## src/rtl/fft_power_spectrum_if.sv

```systemverilog
// fft_power_spectrum_if: carries the FFT-side sample stream and the
// downstream averaged-bin stream for fft_power_spectrum.
// The slave modport is the power-spectrum block; the master modport is the
// environment around it (the FFT upstream and the consumer downstream).
interface fft_power_spectrum_if;
  logic               in_push;
  logic signed [15:0] in_real;
  logic signed [15:0] in_imag;
  logic               in_stall;
  logic               out_push_F;
  logic [3:0]         out_bin_F;
  logic [31:0]        out_power_F;
  logic               out_last_F;
  logic [3:0]         out_peak_bin_F;
  logic [31:0]        out_peak_power_F;
  logic               out_stall;

  modport slave (
    input  in_push, in_real, in_imag, out_stall,
    output in_stall, out_push_F, out_bin_F, out_power_F, out_last_F,
           out_peak_bin_F, out_peak_power_F
  );

  modport master (
    output in_push, in_real, in_imag, out_stall,
    input  in_stall, out_push_F, out_bin_F, out_power_F, out_last_F,
           out_peak_bin_F, out_peak_power_F
  );
endinterface

```

## src/rtl/fft_power_spectrum.sv

```systemverilog
// fft_power_spectrum: squares each 16-point FFT bin, averages the power over
// 2^LOG2_AVG frames and streams the 16 averaged bins out, reporting the peak
// bin together with the final bin of each spectrum.
// Optional build macro FFT_PWR_BITREV_EN: input arrives in bit-reversed order,
// arrival k is stored as bin bitrev4(k) so the drain emits natural order.
module fft_power_spectrum #(
  parameter int LOG2_AVG = 2,
  parameter int NPTS     = 16
) (
  input  logic clk,
  input  logic reset,
  fft_power_spectrum_if.slave bus
);

  localparam int         AW         = 32 + LOG2_AVG;
  localparam logic [3:0] LAST_BIN   = 4'(NPTS - 1);
  localparam logic [4:0] LAST_FRAME = 5'((1 << LOG2_AVG) - 1);

  typedef enum logic [1:0] {ACCUM, FLUSH, DRAIN} state_t;

  state_t state, next_state;

  logic [3:0] bin_cnt;
  logic [4:0] frame_cnt;
  logic       flush_cnt;
  logic [3:0] rd_cnt;
  logic       accept;
  logic [3:0] arrival_entry;

  logic               s1_valid;
  logic signed [15:0] s1_real;
  logic signed [15:0] s1_imag;
  logic [3:0]         s1_entry;
  logic               s1_first;

  logic signed [31:0] re_ext, im_ext, re_sq, im_sq;
  logic [31:0]        p_sum;

  logic        p_valid;
  logic [31:0] p_val;
  logic [3:0]  p_entry;
  logic        p_first;

  logic [AW-1:0] acc [16];
  logic [AW-1:0] acc_rd;
  logic [31:0]   rd_power;

  logic [3:0]  peak_bin;
  logic [31:0] peak_power;
  logic        peak_upd;
  logic [3:0]  cand_bin;
  logic [31:0] cand_power;

`ifdef FFT_PWR_BITREV_EN
  assign arrival_entry = {bin_cnt[0], bin_cnt[1], bin_cnt[2], bin_cnt[3]};
`else
  assign arrival_entry = bin_cnt;
`endif

  assign accept       = bus.in_push && (state == ACCUM);
  assign bus.in_stall = (state != ACCUM);

  assign re_ext = 32'(s1_real);
  assign im_ext = 32'(s1_imag);
  assign re_sq  = re_ext * re_ext;
  assign im_sq  = im_ext * im_ext;
  assign p_sum  = $unsigned(re_sq) + $unsigned(im_sq);

  assign acc_rd   = acc[rd_cnt];
  assign rd_power = 32'(acc_rd >> LOG2_AVG);

  assign peak_upd   = rd_power > peak_power;
  assign cand_bin   = peak_upd ? rd_cnt   : peak_bin;
  assign cand_power = peak_upd ? rd_power : peak_power;

  // State register
  always_ff @(posedge clk) begin
    if (reset) state <= ACCUM;
    else       state <= next_state;
  end

  // Next-state: leave ACCUM on the final sample, wait out the pipeline, drain
  always_comb begin
    next_state = state;
    case (state)
      ACCUM: if (accept && bin_cnt == LAST_BIN && frame_cnt == LAST_FRAME)
               next_state = FLUSH;
      FLUSH: if (flush_cnt) next_state = DRAIN;
      DRAIN: if (!bus.out_stall && rd_cnt == LAST_BIN) next_state = ACCUM;
      default: next_state = ACCUM;
    endcase
  end

  // Bin/frame/flush/read counters
  always_ff @(posedge clk) begin
    if (reset) begin
      bin_cnt   <= '0;
      frame_cnt <= '0;
      flush_cnt <= 1'b0;
      rd_cnt    <= '0;
    end else begin
      case (state)
        ACCUM: begin
          flush_cnt <= 1'b0;
          rd_cnt    <= '0;
          if (accept) begin
            bin_cnt <= bin_cnt + 4'd1;
            if (bin_cnt == LAST_BIN)
              frame_cnt <= (frame_cnt == LAST_FRAME) ? 5'd0 : frame_cnt + 5'd1;
          end
        end
        FLUSH: flush_cnt <= 1'b1;
        DRAIN: begin
          if (!bus.out_stall) begin
            rd_cnt <= rd_cnt + 4'd1;
            if (rd_cnt == LAST_BIN) begin
              bin_cnt   <= '0;
              frame_cnt <= '0;
            end
          end
        end
        default: ;
      endcase
    end
  end

  // Capture accepted samples with their target entry and first-frame flag
  always_ff @(posedge clk) begin
    if (reset) begin
      s1_valid <= 1'b0;
      s1_real  <= '0;
      s1_imag  <= '0;
      s1_entry <= '0;
      s1_first <= 1'b0;
    end else begin
      s1_valid <= accept;
      if (accept) begin
        s1_real  <= bus.in_real;
        s1_imag  <= bus.in_imag;
        s1_entry <= arrival_entry;
        s1_first <= (frame_cnt == 5'd0);
      end
    end
  end

  // Register the squared magnitude
  always_ff @(posedge clk) begin
    if (reset) begin
      p_valid <= 1'b0;
      p_val   <= '0;
      p_entry <= '0;
      p_first <= 1'b0;
    end else begin
      p_valid <= s1_valid;
      p_val   <= p_sum;
      p_entry <= s1_entry;
      p_first <= s1_first;
    end
  end

  // Accumulator: first frame overwrites, later frames add
  always_ff @(posedge clk) begin
    if (p_valid)
      acc[p_entry] <= p_first ? AW'(p_val) : acc[p_entry] + AW'(p_val);
  end

  // Output pushes and running peak tracking
  always_ff @(posedge clk) begin
    if (reset) begin
      bus.out_push_F       <= 1'b0;
      bus.out_bin_F        <= '0;
      bus.out_power_F      <= '0;
      bus.out_last_F       <= 1'b0;
      bus.out_peak_bin_F   <= '0;
      bus.out_peak_power_F <= '0;
      peak_bin             <= '0;
      peak_power           <= '0;
    end else begin
      bus.out_push_F       <= 1'b0;
      bus.out_last_F       <= 1'b0;
      bus.out_peak_bin_F   <= '0;
      bus.out_peak_power_F <= '0;
      if (state == FLUSH) begin
        peak_bin   <= '0;
        peak_power <= '0;
      end
      if (state == DRAIN && !bus.out_stall) begin
        bus.out_push_F  <= 1'b1;
        bus.out_bin_F   <= rd_cnt;
        bus.out_power_F <= rd_power;
        peak_bin        <= cand_bin;
        peak_power      <= cand_power;
        if (rd_cnt == LAST_BIN) begin
          bus.out_last_F       <= 1'b1;
          bus.out_peak_bin_F   <= cand_bin;
          bus.out_peak_power_F <= cand_power;
        end
      end
    end
  end

endmodule

```

## src/flat_wrapper.sv

```systemverilog
// flat-port wrapper written by rule: the top's interface ports become plain ports
module fft_power_spectrum_flat 
#(
  parameter int LOG2_AVG = 2,
  parameter int NPTS     = 16
)
  (clk, reset, bus_in_push, bus_in_real, bus_in_imag, bus_out_stall, bus_in_stall, bus_out_push_F, bus_out_bin_F, bus_out_power_F, bus_out_last_F, bus_out_peak_bin_F, bus_out_peak_power_F);
  fft_power_spectrum_if bus_i ();
  input  logic clk;
  input  logic reset;
  input wire logic [$bits(bus_i.in_push)-1:0] bus_in_push;
  input wire logic [$bits(bus_i.in_real)-1:0] bus_in_real;
  input wire logic [$bits(bus_i.in_imag)-1:0] bus_in_imag;
  input wire logic [$bits(bus_i.out_stall)-1:0] bus_out_stall;
  output wire logic [$bits(bus_i.in_stall)-1:0] bus_in_stall;
  output wire logic [$bits(bus_i.out_push_F)-1:0] bus_out_push_F;
  output wire logic [$bits(bus_i.out_bin_F)-1:0] bus_out_bin_F;
  output wire logic [$bits(bus_i.out_power_F)-1:0] bus_out_power_F;
  output wire logic [$bits(bus_i.out_last_F)-1:0] bus_out_last_F;
  output wire logic [$bits(bus_i.out_peak_bin_F)-1:0] bus_out_peak_bin_F;
  output wire logic [$bits(bus_i.out_peak_power_F)-1:0] bus_out_peak_power_F;
  assign bus_i.in_push = bus_in_push;
  assign bus_i.in_real = bus_in_real;
  assign bus_i.in_imag = bus_in_imag;
  assign bus_i.out_stall = bus_out_stall;
  assign bus_in_stall = bus_i.in_stall;
  assign bus_out_push_F = bus_i.out_push_F;
  assign bus_out_bin_F = bus_i.out_bin_F;
  assign bus_out_power_F = bus_i.out_power_F;
  assign bus_out_last_F = bus_i.out_last_F;
  assign bus_out_peak_bin_F = bus_i.out_peak_bin_F;
  assign bus_out_peak_power_F = bus_i.out_peak_power_F;
  fft_power_spectrum #(.LOG2_AVG(LOG2_AVG), .NPTS(NPTS)) u_core (.clk(clk), .reset(reset), .bus(bus_i));
endmodule
```

## config.mk

```make
export PLATFORM = sky130hd
export DESIGN_NAME = fft_power_spectrum_flat
export DESIGN_NICKNAME = d
export VERILOG_FILES = /design/src/rtl/fft_power_spectrum_if.sv /design/src/rtl/fft_power_spectrum.sv /design/src/flat_wrapper.sv
export SDC_FILE = /design/constraint.sdc
export NUM_CORES = 2
export LEC_CHECK = 0
export ABC_CLOCK_PERIOD_IN_PS = 20900
export BUFFER_PORTS_ARGS = -buffer_cell sky130_fd_sc_hd__buf_4
export CORE_ASPECT_RATIO = 0.8
export CORE_MARGIN = 1.5
export CORE_UTILIZATION = 40
export CTS_CLUSTER_DIAMETER = 200
export DETAILED_ROUTE_END_ITERATION = 10
export GPL_ROUTABILITY_DRIVEN = 0
export PLACE_DENSITY_LB_ADDON = 0.25
export SYNTH_ARGS = -nofsm -noshare
export SYNTH_HDL_FRONTEND = slang
export SYNTH_SLANG_ARGS = --single-unit
```

## constraint.sdc

```tcl
create_clock -name clk -period 20.9 [get_ports clk]
set_input_delay 1.045 -clock clk [delete_from_list [all_inputs] [get_ports clk]]
set_output_delay 1.045 -clock clk [all_outputs]
set_load 0.01 [all_outputs]
```

== After elaboration in Yosys (flattened, before gate mapping) ==
Memory sizes are Yosys's and may differ from the RTL's. A register that Yosys moved wholly into a read port is not among the register bits.
Cells that the tools add are included.

* $add $sub $neg: 5
* Multipliers: 2
* $lt $le $gt $ge: 1
* Eq/ne operators: 12
* Muxes and demuxes: 31
* Bitwise operators: 2
* Reduce and logical (&&, ||, !) cells: 18

{| class="wikitable"
|+ Operators with widths
! cell !! count
|-
| $mux W32 || 3
|-
| $mul A16 B16 Y32 || 2
|-
| $mux W4 || 10
|-
| $add A34 B32 Y34 || 1
|-
| $mux W34 || 1
|-
| $add A32 B32 Y32 || 1
|-
| $gt A32 B32 Y1 || 1
|-
| $mux W5 || 5
|-
| $pmux W4 S2 || 2
|-
| $pmux W5 S2 || 1
|-
| $add A4 B1 Y4 const B || 2
|-
| $eq A4 B4 Y1 const B || 2
|-
| $ne A2 B1 Y1 const B || 4
|-
| $reduce_bool A2 Y1 || 4
|-
| $mux W2 || 3
|-
| $ne A2 B2 Y1 const B || 3
|-
| $pmux W2 S3 || 1
|-
| $add A5 B1 Y5 const B || 1
|-
| $eq A5 B2 Y1 const B || 1
|-
| $logic_and A1 B1 Y1 || 5
|-
| $logic_not A5 Y1 || 1
|-
| $reduce_and A5 Y1 || 1
|-
| $mux W1 || 4
|-
| $reduce_and A4 Y1 || 1
|-
| other kinds (10) || 11
|}

* Register bits: 202
* Memory bits (writable): 544
* Bits of input ports: 36
* Output and inout port bits: 75
* Word-level logic and storage cells: 94
* Memories: 1

{| class="wikitable"
|+ Memory list
! memory !! words !! width !! rd ports !! clocked after Yosys merged registers in !! write ports !! line !! source
|-
| u_core.acc || 16 || 34 || 2 || 2 || 1 || fft_power_spectrum.sv:44 || <nowiki>logic [AW-1:0] acc [16];</nowiki>
|}

== Longest topological paths before layout ==
* Depth in word-level cells: 6
* Mapped depth: 28
* Gate-level depth less buffers: 26

== Worst setup path before layout ==
No wires, ideal clock.

* Path type: reg-to-reg
* From: register u_core.s1_imag[15]
* To: register u_core.p_val[29]
* Library setup time: 0.128 ns
* Arrival: 7.407 ns
* Required time: 20.772 ns
* Setup slack: 13.365 ns
* Stages on the path, launching flop included: 26
* Path buffers: 2
* Period minus slack after synthesis: 7.535 ns
* Cells stage by stage: dfxtp_1 -> clkbuf_1 -> clkbuf_1 -> nand2_1 -> fa_1 -> inv_1 -> fa_1 -> inv_1 -> fa_1 -> inv_1 -> fa_1 -> fa_1 -> fa_1 -> fa_1 -> inv_1 -> fa_1 -> inv_1 -> ha_1 -> a21o_1 -> a21o_2 -> a221o_1 -> a31o_4 -> a211o_1 -> a21oi_2 -> xor2_1 -> nor2_1

* Word-level cells in the longest chain between the ends: 2

{| class="wikitable"
|+ RTL lines
! item !! line !! source
|-
| start: declaration || fft_power_spectrum.sv:32 || <nowiki>logic signed [15:0] s1_imag;</nowiki>
|-
| start signal: assignment || fft_power_spectrum.sv:139 || <nowiki>s1_imag <= bus.in_imag;</nowiki>
|-
| $mul A16 B16 Y32 || fft_power_spectrum.sv:66 || <nowiki>assign im_sq = im_ext * im_ext;</nowiki>
|-
| $add A32 B32 Y32 || fft_power_spectrum.sv:67 || <nowiki>assign p_sum = $unsigned(re_sq) + $unsigned(im_sq);</nowiki>
|-
| end signal: assignment || fft_power_spectrum.sv:155 || <nowiki>p_val <= p_sum;</nowiki>
|-
| end: declaration || fft_power_spectrum.sv:40 || <nowiki>logic [31:0] p_val;</nowiki>
|}

Every way passes these cells.
A chain may end at the register's enable or synchronous reset.

== Worst setup path in the final report ==
* From: register u_core.s1_real[7]
* To: register u_core.p_val[29]

* Word-level cells in the longest chain between the ends: 2

{| class="wikitable"
|+ RTL lines
! item !! line !! source
|-
| start: declaration || fft_power_spectrum.sv:31 || <nowiki>logic signed [15:0] s1_real;</nowiki>
|-
| start signal: assignment || fft_power_spectrum.sv:138 || <nowiki>s1_real <= bus.in_real;</nowiki>
|-
| $mul A16 B16 Y32 || fft_power_spectrum.sv:65 || <nowiki>assign re_sq = re_ext * re_ext;</nowiki>
|-
| $add A32 B32 Y32 || fft_power_spectrum.sv:67 ||
|}

Every way passes these cells.

==> metrics <==
status finished clean; Nets around 5,000; starting density of the core 40.4%; worst vdd ir between 0.06 and 0.07 mV; leakage power 22.9 nW; total setup buffers inserted after CTS 0; Worst-path clk slew 60 ps; post-synth cell types 78; DIE WIDTH between 400 and 500 µm; CP startpoint u_core.s1_real[7]$_SDFFE_PP0P_; EDFF count, synth 544; Seq/Total Area, Yosys ~40%; hold path startpoint u_core.s1_valid$_SDFF_PP0_; Power Density about 86 nW/µm²; post-CTS sizing 0; CP max FO 17; main combinational cell family by area after synthesis adder cells; post-synth top area cell edfxtp_1; unrepaired setup endpoints after global routing false; final setup TNS 0 ps; Core ar. 128,000 µm²; Synth top area share 31.6%; DP Wirelength approximately 91 mm; Port Buffers 110; Post-Synth Simple-Gate Area under 10%; top post-synthesis cells by area edfxtp_1 32%, fa_1 20%, mux4_2 14%, dfxtp_1 8.0%, ha_1 5.2%; WL/cell around 23 µm; Pre-Repair DR Iteration Count 5; post-synth net total roughly 4,800; Final Cycle Share about two fifths; clk_skew slightly above 40 ps; root buf cell clkbuf_16; Skew-Pair Late Insertion Delay around 670 ps; Post-Synthesis Cells ~4,000; Antenna Nets Post-Route 0; Sw Ratio roughly 32%; Via Count 31,500; post-route minimum period ~8000 ps; Hold Slack 444 ps; DIE HEIGHT 324 µm; critical path endpoint category flip-flop; Final setup viols 0; number of H-tree levels 3; fraction of power consumed by the clock network 31.6%; fraction of registers with async set/reset 0%; first-pass GRT wire length between 200 and 250 mm; hold-fix buffers at CTS 0; antenna violations before repair 10; worst setup margin 12,870 ps; post-DR vias/cell approximately 5.4; TritonCTS Sinks 750; WL final approximately 130 mm; global-route usage over all layers about a fifth; Max Slew Vio Count 0; # DRC 0; Hold Vio Cnt, Final 0; CTS Buf Count slightly above 80; Crit Path Category reg -> reg; CTS tree built; CTS Buffer Depth 3; Worst EP arrival ~8500 ps; worst path required time ~21,000 ps; Seq pwr share 38.4%; mapped cell area 51,600 µm²; I/O pins approximately 110; Post-Synth Adder-Cell Area between 20% and 30%; mux contribution to synthesized area ~15%; synthesis-stage register bit count 750; largest net degree at the start of global routing 81; syn avg cell area about 13 µm²; gr ovfl total 0; Switching Power 0.00160 W; Slew @ Worst Pin between 1000 and 1500 ps; vias in the first global route 32,700; complex-gate fraction of the synthesized area about 4.5%; worst slack at placement 12,850 ps; XOR/XNOR Fraction of Synth Area about 1.4%; Max Fclk approximately 120 MHz; 1st-iter DRT viols around 2,600; power share of the combinational group a little under a third; Yosys warning count 0; Layout area overhead 11.6%; max cap viols 0; dominant synthesized flop cell edfxtp_1; cell internal pwr around 0.0034 W; share of post-route cells with drive strength above 1 between 15 and 20%; worst r2r src u_core.s1_real[7]$_SDFFE_PP0P_; Die ar. around 130,000 µm²; Row Count roughly 120; Min-Delay Path Class reg -> reg; max_slew headroom between 10% and 20%; Startpoint Class flip-flop
[cell type report]
cell class              count  area (µm²)
multi-input cells        2384       28000
inverters                 672        2520
well taps                1725        2160
clock inverters            44         631
fillers                 11600       70000
repair buffers            195        1480
flip-flops and latches    750       20500
clock buffers             110        2280
diodes                      2        5.00
[per-layer routing]
| layer | part of all wire, % | global-route usage, % |
|---|---|---|
| met2 | 47 | 32.3 |
| met1 | 43 | 29.3 |
| met4 | 2.4 | 5.24 |
| met3 | 8.1 | 4.10 |
| met5 | 0.0098 | 0 |
[cell usage in the layout (no fill, tap or decap), drive strengths merged, types with 110 or more instances in the layout]
cell,count
dfxtp,206
inv,676
nor2,127
nand2,364
buf,195
fa,522
mux4,330
edfxtp,544
ha,216
a21oi,151
clkbuf,110
[kinds of logic (layout without fill, tap and decap cells)]
family / count (synthesis) / count (layout)
compound gates: 375 / 375
fa+ha+maj: 738 / 738
flops: 750 / 750
xor+xnor: 85 / 85
simple gates: 811 / 811
buf+inv: 860 / 1021
mux: 375 / 375
other cells: 0 / 2
[synthesized netlist by cell type, types with 8 or more instances]
| cell type | number |
|---|---|
| inv_1 | 670 |
| edfxtp_1 | 544 |
| fa_1 | 522 |
| nand2_1 | 364 |
| mux4_2 | 330 |
| ha_1 | 216 |
| dfxtp_1 | 206 |
| a21oi_1 | 149 |
| clkbuf_1 | 137 |
| nor2_1 | 127 |
| and2_1 | 96 |
| o21ai_0 | 79 |
| nand3_1 | 55 |
| xnor2_1 | 53 |
| nand2b_1 | 51 |
| a21o_1 | 41 |
| mux2i_1 | 41 |
| nor2b_1 | 36 |
| xor2_1 | 32 |
| buf_2 | 25 |
| nor3_1 | 23 |
| buf_1 | 22 |
| nand4_1 | 16 |
| o21ai_1 | 15 |
| a211oi_1 | 14 |
| o21a_1 | 11 |
| a31oi_1 | 8 |
| and3_1 | 8 |
[final timing paths]
check	end	slack, ps	depth (start not counted)
setup / recovery	u_core.p_val[29]$_SDFF_PP0_	12870	24
hold / removal	u_core.p_valid$_SDFF_PP0_	440	1
setup reg to reg	u_core.p_val[29]$_SDFF_PP0_	12870	24
hold reg to reg	u_core.p_valid$_SDFF_PP0_	440	1
[power by group through the flow]
stage	clock, W	combinational, W	sequential, W
final	0.00157	0.00149	0.00190
after global routing	0.00165	0.00167	0.00191
after CTS	0.00160	0.00150	0.00190
after detailed placement	0	0.00149	0.00193
after global placement	0	0.00148	0.00193
after floorplan	0	0.00102	0.00191
[worst max-delay path, cell delays in order, from the launching register on]
cell	delay (ps)
dfxtp_1	860
inv_1	250
nor2_1	240
inv_1	100
fa_1	540
inv_1	50
fa_1	410
fa_1	540
inv_1	60
fa_1	490
inv_1	60
fa_1	480
fa_1	570
fa_1	430
fa_1	470
ha_1	390
a21o_1	190
a21o_1	170
a221o_1	380
a221o_1	320
a31o_4	250
a211o_1	270
a21oi_2	150
xor2_1	160
nor2_1	50
[registers in the layout, indices dropped and copies added, names as in the netlist, 2 cells and up, named ones only]
name and flops:
u_core.acc 544, u_core.bus.out_peak_power_F 32, u_core.bus.out_power_F 32, u_core.p_val 32, u_core.peak_power 32, u_core.s1_imag 16, u_core.s1_real 16, u_core.frame_cnt 5
u_core.arrival_entry 4, u_core.bus.out_bin_F 4, u_core.bus.out_peak_bin_F 4, u_core.p_entry 4, u_core.peak_bin 4, u_core.rd_cnt 4, u_core.s1_entry 4, u_core.state 2
[through the flow]
stage          util (%)  power (W)  instance area [µm²]  instances
3_5_place_dp       42.8    0.00342                54700       5725
5_1_grt            45.1    0.00523                57600       5880
4_1_cts            45.1    0.00500                57600       5879
3_3_place_gp       42.8    0.00341                54700       5725
6_report           45.1    0.00496                57600       5882
2_1_floorplan         -    0.00293                51600       3994
No activity file was read; power rests on OpenSTA's default activity.
